$ cat src/rtl/fnn_pkg.sv
// Shared constants, FSM state type and output saturation helper for the
// fully-connected network neuron compute stages.
package fnn_pkg;

    localparam int DATA_WIDTH = 16;
    localparam int FRAC_BITS  = 12;

    typedef enum logic [1:0] {ACC, DRAIN, FINAL, OUT} neuron_state_t;

    // ReLU followed by clamping to the largest positive data-width value.
    function automatic logic [DATA_WIDTH-1:0] relu_sat(input logic signed [2*DATA_WIDTH-1:0] s);
        logic signed [2*DATA_WIDTH-1:0] max_pos;
        max_pos = {{(DATA_WIDTH+1){1'b0}}, {(DATA_WIDTH-1){1'b1}}};
        if (s < 0)
            return '0;
        else if (s > max_pos)
            return {1'b0, {(DATA_WIDTH-1){1'b1}}};
        else
            return s[DATA_WIDTH-1:0];
    endfunction

endpackage

$ cat src/rtl/mac_unit.sv
// Fixed-point multiply-accumulate: acc += (x_d * w) >>> fracBits when en is high.
// clr empties the accumulator between frames.
module mac_unit
    import fnn_pkg::*;
#(
    parameter int dataWidth = DATA_WIDTH,
    parameter int fracBits  = FRAC_BITS
) (
    input  logic                          clk,
    input  logic                          rst,
    input  logic                          clr,
    input  logic                          en,
    input  logic signed [dataWidth-1:0]   x_d,
    input  logic signed [dataWidth-1:0]   w,
    output logic signed [2*dataWidth-1:0] acc
);

    logic signed [2*dataWidth-1:0] prod;

    // Both operands are signed, so they are sign-extended to the full product width.
    assign prod = x_d * w;

    always_ff @(posedge clk) begin
        if (rst || clr)
            acc <= '0;
        else if (en)
            acc <= acc + (prod >>> fracBits);
    end

endmodule

$ cat src/rtl/neuron_mac_2_0.sv
// Layer-2 neuron 0: streams activations in, fetches matching weights,
// accumulates, adds bias, applies saturating ReLU and hands out one result per frame.
module neuron_mac_2_0
    import fnn_pkg::*;
#(
    parameter int                          numWeight    = 30,
    parameter int                          addressWidth = $clog2(numWeight),
    parameter int                          dataWidth    = DATA_WIDTH,
    parameter int                          fracBits     = FRAC_BITS,
    parameter logic signed [dataWidth-1:0] biasValue    = 16'sd0
) (
    input  logic                        clk,
    input  logic                        rst,
    input  logic                        x_valid,
    output logic                        x_ready,
    input  logic [dataWidth-1:0]        x_in,
    output logic                        w_ren,
    output logic [addressWidth-1:0]     w_radd,
    input  logic [dataWidth-1:0]        w_rdata,
    output logic                        out_valid,
    input  logic                        out_ready,
    output logic [dataWidth-1:0]        out_data
);

    localparam logic [addressWidth-1:0] LAST_IDX = addressWidth'(numWeight - 1);

    neuron_state_t                 state, next_state;
    logic [addressWidth-1:0]       cnt;
    logic signed [dataWidth-1:0]   x_d;
    logic                          mac_en;
    logic                          accept;
    logic                          acc_clr;
    logic signed [2*dataWidth-1:0] acc;
    logic signed [2*dataWidth-1:0] sum;

    always_comb begin
        // NOTE: every output of this block gets a default first, so no path can infer a latch.
        next_state = state;
        x_ready    = 1'b0;
        acc_clr    = 1'b0;
        case (state)
            ACC: begin
                x_ready = 1'b1;
                if (x_valid && cnt == LAST_IDX)
                    next_state = DRAIN;
            end
            DRAIN: next_state = FINAL;
            FINAL: next_state = OUT;
            OUT: begin
                if (out_ready) begin
                    next_state = ACC;
                    acc_clr    = 1'b1;
                end
            end
            default: next_state = ACC;
        endcase
    end

    assign accept = x_valid && x_ready;
    assign w_ren  = accept;
    assign w_radd = cnt;
    assign sum    = acc + {{dataWidth{biasValue[dataWidth-1]}}, biasValue};

    // NOTE: sequential state uses non-blocking assignments so every register samples pre-edge values.
    always_ff @(posedge clk) begin
        if (rst) begin
            state     <= ACC;
            cnt       <= '0;
            x_d       <= '0;
            mac_en    <= 1'b0;
            out_valid <= 1'b0;
            out_data  <= '0;
        end else begin
            state  <= next_state;
            mac_en <= accept;
            if (accept) begin
                x_d <= x_in;
                cnt <= (cnt == LAST_IDX) ? '0 : cnt + 1'b1;
            end
            // The weight for x_d arrives one cycle after the read, alongside mac_en.
            if (state == FINAL) begin
                out_data  <= relu_sat(sum);
                out_valid <= 1'b1;
            end else if (state == OUT && out_ready) begin
                out_valid <= 1'b0;
            end
        end
    end

    mac_unit #(
        .dataWidth (dataWidth),
        .fracBits  (fracBits)
    ) u_mac (
        .clk (clk),
        .rst (rst),
        .clr (acc_clr),
        .en  (mac_en),
        .x_d (x_d),
        .w   (w_rdata),
        .acc (acc)
    );

endmodule

$ cat config.mk
export PLATFORM = sky130hd
export DESIGN_NAME = neuron_mac_2_0
export DESIGN_NICKNAME = d
export VERILOG_FILES = /design/src/rtl/fnn_pkg.sv /design/src/rtl/mac_unit.sv /design/src/rtl/neuron_mac_2_0.sv
export SDC_FILE = /design/constraint.sdc
export NUM_CORES = 1
export LEC_CHECK = 0
export CAP_MARGIN = 5
export CORE_AREA = 2 2 169 171
export DETAILED_ROUTE_END_ITERATION = 6
export DIE_AREA = 0 0 171 173
export PLACE_DENSITY = 0.65
export SLEW_MARGIN = 15
export SYNTH_ARGS = -nofsm -noshare
export SYNTH_HDL_FRONTEND = slang
export SYNTH_HIERARCHICAL = 1
export SYNTH_SLANG_ARGS = --single-unit
$ cat constraint.sdc
create_clock -name clk -period 9.43 [get_ports clk]
set_input_delay 0.943 -clock clk [delete_from_list [all_inputs] [get_ports clk]]
set_output_delay 0.943 -clock clk [all_outputs]
set_load 0.01 [all_outputs]
Word-level counts from Yosys, hierarchy flattened. Index checks and enable logic that the tools add are counted.

Output and inout bits: 24. Word-level logic and storage cells: 36. Register bits: 73.

Add/sub/neg operators: 2. Reduce and logical (&&, ||, !) cells: 7. Eq/ne operators: 6. Magnitude comparators: 2. $mul: 1. Multiplexer cells: 11.

Operator list (count): adder 32 x 20 -> 32 bit (1); greater-than comparator 32 x 16 -> 1 bit, second input constant (1); less-than comparator 32 x 1 -> 1 bit, second input constant (1); multiplier 16 x 16 -> 32 bit (1); 2-to-1 mux 16 bit (2); case mux 2 bit (4 select lines) (1); adder 5 x 1 -> 5 bit, second input constant (1); == test 5 bit, second input constant (1); 2-to-1 mux 1 bit (5); 2-to-1 mux 5 bit (1); == test 2 bit, second input constant (2); 2-to-1 mux 2 bit (2); inequality test 2 bit, second input constant (2); logical AND 1 bit (3); == test 2 x 1 -> 1 bit, second input constant (1); logical NOT 2 bit (1); AND reduction 2 bit (1); nonzero test 2 bit (1); logical OR 1 bit (1).

Logic depth before layout (Yosys ltp). Gate-level depths: netlist of the first run.

Depth after elaboration: 4. Mapped depth: 35. Gate-level depth less buffers: 34.

Hierarchy. Netlist of the first run, hierarchy kept.

By module, submodules not included: mac_unit (cells each 1312, area each 11946.5 um2, instances 1); neuron_mac_2_0 (cells each 202, area each 1709.1 um2, instances 1).

Worst setup path after synthesis of the first run. No wires, ideal clock.

Path type: input -> register. Start point: input port w_rdata[7]. End point: register u_mac.acc[31]. Stages: 31. Slack: 1124 ps. Required time: 9348 ps. Arrival: 8224 ps. Setup time: 82 ps. Path through: clkbuf_1 nand2_1 fa_1 inv_1 fa_1 inv_1 fa_1 inv_1 fa_1 fa_1 inv_1 fa_1 inv_1 ha_1 o21a_1 or2_2 and3_1 a2111oi_4 o31ai_2 a31oi_2 xnor2_1 inv_1 ha_1 and4_1 and3_1 nand4bb_1 a31oi_1 nand2_1 a21boi_0 mux4_2 o2111ai_1.

Cells in the longest elaborated chain, start to end: 2.

RTL lines: start, declared (RTL line neuron_mac_2_0.sv:19) `input logic [dataWidth-1:0] w_rdata,`; multiplier 16 x 16 -> 32 bit (RTL line mac_unit.sv:21) `assign prod = x_d * w;`; adder 32 x 20 -> 32 bit (RTL line mac_unit.sv:27) `acc <= acc + (prod >>> fracBits);`; end signal, assigned (RTL line mac_unit.sv:27); end, declared (RTL line mac_unit.sv:15) `output logic signed [2*dataWidth-1:0] acc`.

Every way passes these cells. A chain may end at the register's enable or synchronous reset.

Worst setup path in the final report of the first run.
Start point: input port w_rdata[6]. End point: register u_mac.acc[31].

The elaborated chain is that of the path after synthesis.

==> key figures, run 1 <==
Outcome
  – Status: finished, final reports clean

Global route
  – First-pass GRT wire length: 51700 um
  – Number of global-route vias before repair: 10800
  – Antenna violations before repair: 0
  – Overflow after GRT: 0
  – GRT Resource Usage Total: 21.6%
  – Largest net degree at the start of global routing: 47

Critical path
  – WP data required: 9690 ps
  – WP buf/inv: 7
  – R2r setup slk: 1050 ps
  – Critical Path Slowest Stage Cell: clkdlybuf4s50_1
  – Crit path launch type: primary input
  – Most Frequent Cell on Critical Path: fa_1
  – Kind of end point of the critical path: register
  – Arrival @ worst endpoint: 9160 ps
  – Max incr delay on CP: 590 ps
  – Critical-path maximum fanout: 9
  – CP top delay family: adder cells
  – Crit Path Category: primary input to register

Clocking
  – CTS buffer count: 9
  – Clock Tree Root: clkbuf_16
  – TritonCTS clock tree: built
  – CTS Sinks: 73
  – CTS Buffer Depth: 2
  – Clock-pin slew on the worst setup and hold paths: 60 ps
  – Worst skew pair latency: 340 ps
  – H-tree depth: 3
  – Post-CTS Setup Inserts: 0

Final layout
  – Seq. cell area: 1460 sq um
  – Fin cells: 1941
  – # nets final: 1972
  – Syn-to-layout area delta: 9.79%
  – Layout cells sized above 1: 3.58%
  – Finished Cell Area: 15000 sq um
  – Diode count: 0
  – Layout fillers: 2610
  – Area of the multi-input gates: 10800 sq um

Synth
  – Seq/Total Area, Yosys: 10.7%
  – Seq cells post-synth: 73
  – Post-synthesis cell type count: 66
  – Async set-reset flop share out of synthesis: 0%
  – Adder-Cell Fraction of Synth Area: 49.0%
  – Multiplexer area fraction after synthesis: 1.63%
  – Compound-gate portion of the synthesized area: 8.58%
  – XOR/XNOR Fraction of Synth Area: 3.66%
  – Post-synth top flop: dfxtp_1
  – Synth Instances: 1514
  – Post-synth EDFFs: 0
  – Syn avg cell area: 9.02 sq um
  – Syn nets: 1928
  – Post-Synth Simple-Gate Area: 16.5%
  – Largest family of logic cells by synthesized area: adder cells
  – Post-synthesis cell area: 13700 sq um
  – Synthesis Warnings: 6

STA
  – Final count of negative-setup-slack endpoints: 0
  – Slew Viols, Final: 0
  – Slew @ Worst Pin: 841 ps
  – Max Fclk: 0.112 GHz
  – Slew margin rel.: 43.7%
  – Final period utilization: 94.4%
  – Setup TNS: 0 ps
  – Crit path time final: 8910 ps
  – Final Hold Fails: 0
  – RSZ-0062 raised after global routing: false
  – Clk_skew: 7.19 ps
  – Hold_ws: 475 ps

Routing
  – # DRC: 0
  – DRT iter0 DRCs: 307
  – Routed Antenna Nets: 0
  – Pre-antenna DRT Iters: 4
  – Met2 wire length: 15700 um
  – Routed Wire Length: 30000 um
  – WL/cell: 15.4 um
  – Top sig layer: met4
  – Met3 wire length: 786 um
  – Vias: 9952
  – M1 WL: 13000 um
  – Vias per cell: 5.13

Die
  – Initial core utilization: 49.4%
  – Die area: 29600 sq um
  – Total core area: 27600 sq um
  – Die Y: 173 um
  – IO Count: 60
  – Chip width: 171 um
  – Row cnt: 61

Placement
  – DP Area: 14700 sq um
  – Post-DP HPWL: 25400 um
  – DP Cell Count: 1925
  – IO buf count: 59
  – RD Place Congestion: 0.822

Power
  – Power Density: 323 nW/um^2
  – Leak: 7.37 nW
  – Worst VDD drop: 0.000281 V

Hold path
  – Min-Delay Path Class: register to register

Flow run
  – Max Cap Viol: 0
worst paths after layout:
check	from	endpoint	cells past startpoint
worst min-delay path	out_data[15]	out_data[15]	1
worst max-delay path	w_rdata[6]	u_mac/acc[31]	31
worst max register to register	x_d[5]	u_mac/acc[31]	30
worst min register to register	out_data[15]	out_data[15]	1
area by class of cell:
cell class / count / share of cell area, %
sequential: 73 / 9.75
clock inverter: 6 / 0.384
tap: 378 / 3.15
multi-input combinational: 1088 / 72.3
clock buffer: 10 / 1.59
timing repair buffer: 86 / 5.31
inverter: 300 / 7.51
registers in the layout, summed over array words and instances, names as in the netlist:
register,cells
mac_en,1
w_radd,5
state,2
out_data,16
out_valid,1
x_d,16
u_mac/acc,32
metal layers:
metal  global-route usage (%)  up-vias
met3                     2.49       36
li1                         -     4760
met2                     38.7      141
met4                     5.05        0
met5                        0        -
met1                     27.9     5015
timing repair:
action / CTS / global route
resized for setup: 0 / 1
hold buffers: 0 / 0
endpoints found under the setup margin: 0 / 2
synth_stat cells (2+ instances only):
cell       instances  area share [%]
nand2b_1          13            0.60
nor2_1            52             1.4
o2111ai_1          3            0.19
inv_2              2           0.055
nor3_1            13            0.48
nor3b_1            2            0.11
xnor2_1           42             2.7
nor4_1             4            0.18
nand4_1            3            0.14
or3_1              3            0.14
fa_1             262              38
a211oi_1           7            0.38
a221oi_1           2            0.13
inv_1            297             8.2
a21boi_1           2            0.11
a21o_1            15            0.82
o41ai_1            2            0.13
mux2i_1           20             1.5
buf_2              2           0.073
o21ai_0           18            0.66
clkbuf_1          44             1.2
and2b_1           10            0.55
dfxtp_1           73              11
and2_1           121             5.5
nand3b_1           3            0.16
a31oi_1            3            0.14
and4_1             2            0.13
o211ai_1           5            0.27
ha_1             116              11
or2_1              2           0.092
a211o_1            3            0.19
a21oi_1           83             3.0
nor2b_1           18            0.82
xor2_1            15            0.96
nand2_1          167             4.6
o21ai_1           19            0.70
buf_6              3            0.25
o21a_1             9            0.49
nand3_1           16            0.59
and3_1             8            0.37
buf_1              3           0.082
o21bai_1           3            0.16
metrics by stage:
step                setup WS (ps)  util, %  power (mW)
finish                        525     54.3        4.84
global route                 4.73     54.3        5.42
CTS                           484     54.3        4.87
detailed placement            142     53.2        4.49
global placement              268     53.2        4.44
floorplan                    1120        -        3.66
worst register-to-register path: cells and delay by family (launching register included):
family | cells | cell delay, ps
adder cells (fa/ha/maj) | 8 | 3770
AO/OA/AOI/OAI | 7 | 1480
AND/OR/NAND/NOR | 7 | 1300
flip-flops | 1 | 820
buffers and inverters | 6 | 460
multiplexers | 1 | 320
XOR/XNOR | 1 | 160
report_power, final:
| group | total [mW] | internal (mW) | switching [mW] |
|---|---|---|---|
| logic | 4.09 | 1.89 | 2.20 |
| clock network | 0.344 | 0.210 | 0.134 |
| registers | 0.408 | 0.352 | 0.0560 |
cell families after synthesis:
logic type,count (synthesis)
AND/OR/NAND/NOR,444
buffers and inverters,353
multiplexers,21
adder cells (fa/ha/maj),378
XOR/XNOR,57
AO/OA/AOI/OAI,188
flip-flops,73
cells in the final DEF, fill, tap and decap left out, types with 13 or more instances in the layout:
master           instances
nor3_1                  13
nand2_1                167
ha_1                   116
dfxtp_1                 73
xnor2_1                 42
xor2_1                  15
o21ai_1                 19
nand2b_1                13
nor2_1                  52
fa_1                   262
inv_1                  297
buf_4                   27
nor2b_1                 18
a21oi_1                 83
nand3_1                 16
a21o_1                  15
mux2i_1                 20
o21ai_0                 18
clkdlybuf4s50_1         58
and2_1                 121
Power figures use the tool's default switching activity.
==> run 2: changes to the inputs <==
Settings changed: CAP_MARGIN 5 to unset.
==> results of run 2 <==
The final DEF is identical to that of run 1; final timing and power are the same.
